$ cat config.mk
export PLATFORM = sky130hd
export DESIGN_NAME = fetch_sequencer
export DESIGN_NICKNAME = d
export VERILOG_FILES = /design/src/rtl/fetch_sequencer.sv
export SDC_FILE = /design/constraint.sdc
export NUM_CORES = 1
export LEC_CHECK = 0
export ABC_AREA = 0
export BUFFER_PORTS_ARGS = -buffer_cell sky130_fd_sc_hd__buf_2
export CAP_MARGIN = 20
export CORE_MARGIN = 2
export CORE_UTILIZATION = 44
export CTS_CLUSTER_DIAMETER = 80
export DETAILED_ROUTE_END_ITERATION = 10
export HOLD_SLACK_MARGIN = 0.08
export PLACE_DENSITY = 0.71
export SLEW_MARGIN = 20
export SYNTH_ARGS = -nofsm -noshare
export SYNTH_HDL_FRONTEND = slang
export SYNTH_SLANG_ARGS = --single-unit
$ cat constraint.sdc
create_clock -name clk -period 9.92 [get_ports clk]
set_input_delay 0.992 -clock clk [delete_from_list [all_inputs] [get_ports clk]]
set_output_delay 0.992 -clock clk [all_outputs]
set_load 0.01 [all_outputs]
$ cat src/rtl/fetch_sequencer.sv
// IF-stage fetch sequencer: owns the architectural PC, issues req/ack fetches to
// a variable-latency instruction memory and presents one instruction to IF/ID.
module fetch_sequencer #(
    parameter logic [31:0] RESET_PC  = 32'h0000_3000,
    parameter logic [31:0] EXC_ENTRY = 32'h0000_4180,
    parameter logic [31:0] PC_LO     = 32'h0000_3000,
    parameter logic [31:0] PC_HI     = 32'h0000_6FFC,
    parameter int unsigned TIMEOUT   = 16
) (
    input  logic        clk,
    input  logic        reset,
    input  logic        stall_i,
    input  logic [31:0] npc_i,
    input  logic        exc_req_i,
    input  logic        eret_req_i,
    input  logic [31:0] epc_i,
    output logic [31:0] pc_o,
    output logic        imem_req_o,
    output logic [31:0] imem_addr_o,
    input  logic        imem_ack_i,
    input  logic [31:0] imem_rdata_i,
    output logic        if_valid_o,
    output logic [31:0] if_instr_o,
    output logic [31:0] if_pc_o,
    output logic        adel_o,
    output logic        fetch_busy_o,
    output logic        imem_timeout_o
);

    localparam logic [1:0] S_FETCH = 2'd0;
    localparam logic [1:0] S_DRAIN = 2'd1;
    localparam logic [1:0] S_VALID = 2'd2;

    localparam int unsigned CW  = $clog2(TIMEOUT + 1);
    localparam logic [CW-1:0] TMO = CW'(TIMEOUT);

    logic [1:0]    state_q, state_d;
    logic [31:0]   pc_q, pc_d;
    logic [31:0]   addr_q, addr_d;
    logic          if_valid_q, if_valid_d;
    logic [31:0]   if_instr_q, if_instr_d;
    logic [31:0]   if_pc_q, if_pc_d;
    logic          adel_q, adel_d;
    logic [CW-1:0] wait_cnt_q, wait_cnt_d;
    logic          timeout_q, timeout_d;

    logic          redir;
    logic [31:0]   target;
    logic          addr_legal;
    logic          req;

    always_comb begin
        redir      = exc_req_i | eret_req_i;
        target     = exc_req_i ? EXC_ENTRY : epc_i;
        addr_legal = (addr_q[1:0] == 2'b00) && (addr_q >= PC_LO) && (addr_q <= PC_HI);
        // Request is gated by reset so it stays low while reset is held.
        req        = !reset && (((state_q == S_FETCH) && addr_legal) || (state_q == S_DRAIN));
    end

    always_comb begin
        state_d    = state_q;
        pc_d       = pc_q;
        addr_d     = addr_q;
        if_valid_d = if_valid_q;
        if_instr_d = if_instr_q;
        if_pc_d    = if_pc_q;
        adel_d     = adel_q;

        case (state_q)
            S_FETCH: begin
                if (!addr_legal) begin
                    state_d    = S_VALID;
                    if_valid_d = 1'b1;
                    if_instr_d = '0;
                    if_pc_d    = pc_q;
                    adel_d     = 1'b1;
                end else if (redir && imem_ack_i) begin
                    pc_d   = target;
                    addr_d = target;
                end else if (redir) begin
                    // The outstanding request must complete before the new address is issued.
                    pc_d    = target;
                    state_d = S_DRAIN;
                end else if (imem_ack_i) begin
                    state_d    = S_VALID;
                    if_valid_d = 1'b1;
                    if_instr_d = imem_rdata_i;
                    if_pc_d    = addr_q;
                    adel_d     = 1'b0;
                end
            end
            S_DRAIN: begin
                if (redir) begin
                    pc_d = target;
                end
                if (imem_ack_i) begin
                    addr_d  = redir ? target : pc_q;
                    state_d = S_FETCH;
                end
            end
            S_VALID: begin
                if (redir) begin
                    pc_d       = target;
                    addr_d     = target;
                    state_d    = S_FETCH;
                    if_valid_d = 1'b0;
                end else if (!stall_i) begin
                    pc_d       = npc_i;
                    addr_d     = npc_i;
                    state_d    = S_FETCH;
                    if_valid_d = 1'b0;
                end
            end
            default: begin
                state_d    = S_FETCH;
                if_valid_d = 1'b0;
            end
        endcase
    end

    always_comb begin
        wait_cnt_d = wait_cnt_q;
        if (imem_ack_i) begin
            wait_cnt_d = '0;
        end else if (req && (wait_cnt_q < TMO)) begin
            wait_cnt_d = wait_cnt_q + 1'b1;
        end
        timeout_d = timeout_q | (wait_cnt_d == TMO);
    end

    always_ff @(posedge clk or posedge reset) begin
        if (reset) begin
            state_q    <= S_FETCH;
            pc_q       <= RESET_PC;
            addr_q     <= RESET_PC;
            if_valid_q <= 1'b0;
            if_instr_q <= '0;
            if_pc_q    <= '0;
            adel_q     <= 1'b0;
            wait_cnt_q <= '0;
            timeout_q  <= 1'b0;
        end else begin
            state_q    <= state_d;
            pc_q       <= pc_d;
            addr_q     <= addr_d;
            if_valid_q <= if_valid_d;
            if_instr_q <= if_instr_d;
            if_pc_q    <= if_pc_d;
            adel_q     <= adel_d;
            wait_cnt_q <= wait_cnt_d;
            timeout_q  <= timeout_d;
        end
    end

    assign pc_o           = pc_q;
    assign imem_req_o     = req;
    assign imem_addr_o    = addr_q;
    assign if_valid_o     = if_valid_q;
    assign if_instr_o     = if_instr_q;
    assign if_pc_o        = if_pc_q;
    assign adel_o         = adel_q;
    assign fetch_busy_o   = (state_q != S_VALID);
    assign imem_timeout_o = timeout_q;

endmodule

-- Word level (Yosys, flattened, before mapping)
Index checks and enable logic that the tools add are counted.
- $add $sub $neg: 1
- $lt $le $gt $ge: 3
- equal/unequal tests: 15
- muxes and demuxes: 40
- bitwise logic cells: 3
- reductions and logical operators: 16
- operator list (kind ; count):
    32-bit two-way mux ; 17
    32-bit case mux with 3 select lines ; 2
    32-bit by 14-bit >= comparator with 1-bit output (second input constant) ; 1
    32-bit by 15-bit <= comparator with 1-bit output (second input constant) ; 1
    2-bit two-way mux ; 7
    2-bit inequality test (second input constant) ; 6
    3-bit inequality test (second input constant) ; 4
    1-bit two-way mux ; 10
    5-bit two-way mux ; 2
    5-bit AND reduction ; 2
    4-bit AND reduction ; 2
    1-bit logical AND ; 6
    2-bit case mux with 3 select lines ; 1
    5-bit by 1-bit adder with 5-bit output (second input constant) ; 1
    5-bit == test (second input constant) ; 1
    5-bit < comparator (second input constant) ; 1
    2-bit logical NOT ; 2
    4-bit inequality test (second input constant) ; 1
    1-bit case mux with 3 select lines ; 1
    3-bit AND reduction ; 1
    3-bit nonzero test ; 1
    2-bit by 1-bit == test with 1-bit output (second input constant) ; 1
    2-bit == test (second input constant) ; 1
    2-bit by 1-bit inequality test with 1-bit output (second input constant) ; 1
    4 further kinds ; 5
- flip-flop bits (word level): 138
- input port bits: 102
- output and inout port bits: 133
- logic and storage cells: 87

-- Logic depth before layout (Yosys ltp)
- word-level depth: 11
- depth in mapped cells: 9
- gate-level depth less buffers: 6

-- Worst setup path before layout
OpenSTA, ideal clock, no wires.
- kind: input port to flip-flop
- start point: input reset
- end point: register wait_cnt_q[1]
- library setup time: 84 ps
- arrival time: 4285 ps
- data required time: 9836 ps
- slack: 5551 ps
- stages on the path: 3
- buffers on the path: 0
- cells stage by stage: inv_1 nand4_1 a21oi_1
- longest elaborated chain between the ends: 5
- RTL lines (item ; RTL line ; source):
    start: declaration ; 11 ; input logic reset,
    1-bit logical NOT (no source line) ; n/a ;
    1-bit logical AND ; 57 ; req = !reset && (((state_q == S_FETCH) && addr_legal) || (state_q == S_DRAIN));
    1-bit logical AND ; 125 ; end else if (req && (wait_cnt_q < TMO)) begin
    5-bit two-way mux ; 125 ;
    5-bit two-way mux ; 123 ; if (imem_ack_i) begin
    net wait_cnt_d[1] ; 44 ; logic [CW-1:0] wait_cnt_q, wait_cnt_d;
    end signal: assignment ; 150 ; wait_cnt_q <= wait_cnt_d;
    end: declaration ; 44 ;
The timed path passes the listed nets, and every way through them passes these cells.
A chain may end at the register's enable or synchronous reset.

-- Final worst setup path
- start point: input eret_req_i
- end point: register pc_q[13], in the netlist pc_o[13]
- longest elaborated chain between the ends: 5
- elaborated cells on any way between the ends: 9
- those cells by class: 1 x eq/ne; 5 x mux; 1 x bitwise; 2 x reduce/logical
- RTL lines (item ; RTL line ; source):
    start: declaration ; 15 ; input logic eret_req_i,
    1-bit bitwise OR * ; 53 ; redir = exc_req_i | eret_req_i;
    32-bit two-way mux or 1-bit logical AND (tied branches) ; n/a ;
    32-bit two-way mux ; 77 ; end else if (redir && imem_ack_i) begin
    32-bit two-way mux ; 71 ; if (!addr_legal) begin
    32-bit case mux with 3 select lines ; 69 ; case (state_q)
    end signal: assignment ; 144 ; pc_q <= pc_d;
    end: declaration ; 38 ; logic [31:0] pc_q, pc_d;
Every way passes the cells marked *; elsewhere a longest branch is shown, timed or not. The select of a mux whose other input is x is not followed.

==> results.toml <==
[routing]
vias_per_cell = 5.58
routed_wire_length_mm = 21.4
drtIter0Drc = 409
wl_per_cell_um = 17.7
post-route-drc-count = 0
routed-via-count = 6710
ant_nets = 0
firstDrtPassIters = 5

[clocking]
tritoncts = "built"
postCtsSetupBuffers = 0
cts.sink_count = 138
cts-htree-levels = 4
post_cts.resized_instances = 0
ctsHoldBuffers = 0
ctsRootBufferMaster = "sky130_fd_sc_hd__clkbuf_16"
clockBufferDepth = 2
numCtsBuffers = 17
clk_latency_ns = 0.43
cts.reportedPaths.clkPinSlew_ns = 0.07

[critical_path]
critPathMaxFanout = 92
max_stage_delay_ns = 0.65
cp-start-kind = "primary input"
cpLargestDelayFamily = "simple AND/OR/NAND/NOR gates"
worst-endpoint-required_ns = 10.28
r2r_cells = 6
crit_cells = 8
timing.critical_path.mode_cell = "sky130_fd_sc_hd__nor2_1"
slowest_stage_cell_cp = "sky130_fd_sc_hd__buf_4"
timing.setup.critical_path_class = "primary input to flip-flop"
timing.critical_path.to_type = "flip-flop"
path_cells = "buf_2 -> buf_4 -> nor2_1 -> and3_1 -> nor2_1 -> nand2_1 -> buf_16 -> o2bb2ai_1"
cp_data_arrival_time_ns = 3.89
critPathBufInv = 3

[placed_design]
place_hpwl_mm = 14.3
gp_congestion = 0.859
numPlacedInstances = 1169
buffer_ports.inserted = 234

[die]
rows = 47
core_area_um2 = 16400
floorplan.die.height_um = 133
floorplan.die.width_um = 133
floorplan.die_area_um2 = 17700
num_io_pins = 235
starting_density_of_the_core_pct = 44.7

[sta]
tightest_slew_ns = 0.962
period_minus_slack_ns = 3.53
final.period_utilization_pct = 35.6
number_of_slew_limit_violations_in_the_final_report = 0
fin_tns_setup_ns = 0
hold_slack_ns = 0.476
fmaxAchievable_ghz = 0.283
finalSetupViolations = 0
hold_fails_final_rpt = 0
slew-limit-headroom_pct = 35.8
grt_setup_unrepaired = "no"
timing.clock.skew_ns = 0.00981

[logic_synthesis]
avgSynthCellArea_um2 = 9.52
part_of_the_yosys_area_used_for_sequential_elements_pct = 47.2
mappedNetlistNets = 877
synth_enable_flop_cells = 0
synthArstFlopShare_pct = 100
netlist_top_cells_area = "sky130_fd_sc_hd__dfrtp_1 (46%), sky130_fd_sc_hd__a21oi_1 (6.8%), sky130_fd_sc_hd__o21ai_0 (6.4%), sky130_fd_sc_hd__mux2i_1 (6.3%), sky130_fd_sc_hd__nor3b_1 (5.9%)"
synth_area_um2 = 7330
synthesis.instances = 770
post-synth-top-area-fraction_pct = 45.8
ys_seq_elements = 138
synthDominantAreaCellType = "sky130_fd_sc_hd__dfrtp_1"
synth.lib_cells_used.distinct = 41
ys.warnings.count = 0
main_flop_type_after_synthesis = "sky130_fd_sc_hd__dfrtp_1"

[grt]
grt_first_pass_wirelength_mm = 34.6
globalRouteOverflowTotal = 0
vias_in_the_first_global_route = 6619
grt_antenna_before_repair = 1
track_usage_pct = 24.8
grt_start_max_net_pins = 97

[min_path]
timing.hold.worst.class = "flip-flop to flip-flop"
hold-path-cell-count = 2

[flow_run]
drv_cap = 0

[cells_and_area]
finish.cell_count_without_fillers = 1203
proportion_of_layout_cells_with_a_drive_suffix_above_1_pct = 30.3
seq_area_um2 = 3460
layout_commonest_cell = "sky130_fd_sc_hd__buf_2"
area_growth_pct = 25.6
combined_area_of_the_multi_input_logic_cells_um2 = 3420
final_cell_mix = "sky130_fd_sc_hd__buf_2 (234), sky130_fd_sc_hd__dfrtp_1 (134), sky130_fd_sc_hd__a21oi_1 (99), sky130_fd_sc_hd__o21ai_0 (94), sky130_fd_sc_hd__nor3b_1 (58)"
number_of_fill_cells_in_the_layout = 1539
design.final.nets = 1076

[pwr]
powerDensity_nw_per_um2 = 279
static_leakage_power_uw = 0.00459
ir_drop_v = 0.000262

[outcome]
outcome = "complete, no violations"
==> layout make-up <==
cell class / instances / share of cell area (%)
antenna: 1 / 0.0272
clock inverter: 15 / 1.62
multi-input combinational: 518 / 37.1
clock buffer: 17 / 4.62
tap: 220 / 2.99
sequential: 138 / 37.6
timing repair buffer: 247 / 14.0
inverter: 47 / 1.97
==> synth_stat cells (all sizes together), types with 3 or more instances <==
master,count
nor4,7
or2,7
nand4,4
nand3,10
o21ai,95
o211ai,3
a31oi,4
nor3b,58
o31ai,5
dfrtp,134
nand2,52
o2bb2ai,28
a22o,32
mux2i,46
nor3,4
mux2,3
o41ai,3
ha,5
clkbuf,42
o221ai,4
and3b,29
a21oi,99
and2,3
buf,25
nor2,8
inv,47
dfstp,4
==> final timing paths <==
| check | start | end | slack [ns] |
|---|---|---|---|
| setup / recovery | eret_req_i | pc_o[13]$_DFFE_PP1P_ | 6.39 |
| hold / removal | if_pc_o[31]$_DFFE_PP0P_ | if_pc_o[31]$_DFFE_PP0P_ | 0.48 |
| setup reg to reg | imem_addr_o[19]$_DFFE_PP0P_ | pc_o[13]$_DFFE_PP1P_ | 6.75 |
| hold reg to reg | if_pc_o[31]$_DFFE_PP0P_ | if_pc_o[31]$_DFFE_PP0P_ | 0.48 |
| max in group asynchronous | reset | pc_o[26]$_DFFE_PP0P_ | 8.15 |
| min in group asynchronous | reset | wait_cnt_q[4]$_DFF_PP0_ | 0.65 |
==> worst reg2reg max path: cells and delay by family (launching register included) <==
kind | cells | cell delay [ns]
flops | 1 | 0.40
buf+inv | 1 | 0.31
compound gates | 2 | 1.02
simple gates | 3 | 1.38
==> cells by family after synthesis <==
logic type | after synthesis | share of synthesized area [%]
AOI/OAI and AO/OA | 279 | 23.3
and+or+nand+nor | 185 | 15.6
DFF | 138 | 47.2
adders and majority gates | 5 | 0.854
buffers and inverters | 114 | 6.40
muxes | 49 | 6.74
==> registers in the layout, summed over array words and instances (netlist names) <==
register / flops
if_instr_o: 32
if_pc_o: 32
imem_addr_o: 32
pc_o: 32
wait_cnt_q: 5
state_q: 2
adel_o: 1
if_valid_o: 1
imem_timeout_o: 1
==> per-layer routing <==
metal  global-route usage [%]  wire, um  up-vias
met1                     33.2      9400     3233
met4                     7.83       340        0
met3                     6.86      1650       27
met5                        0         0        -
met2                     39.1      9960      243
li1                         -         -     3207
==> per-stage QoR <==
| step | instance area, um^2 | setup WS (ns) | power (uW) | utilization [%] |
|---|---|---|---|---|
| after detailed placement | 8590 | 5.68 | 1950 | 52.4 |
| after global routing | 9200 | 6.05 | 2740 | 56.1 |
| after floorplan | 7330 | 5.22 | 1550 | - |
| final | 9200 | 6.39 | 2570 | 56.1 |
| after global placement | 8590 | 5.80 | 1930 | 52.4 |
| after CTS | 9170 | 6.09 | 2580 | 55.9 |
==> power by group <==
group	internal (uW)	switching, uW	leakage (uW)
combinational	399	653	0.00248
sequential	742	161	0.00183
clock	333	282	0.000276
Power figures use the tool's default switching activity.
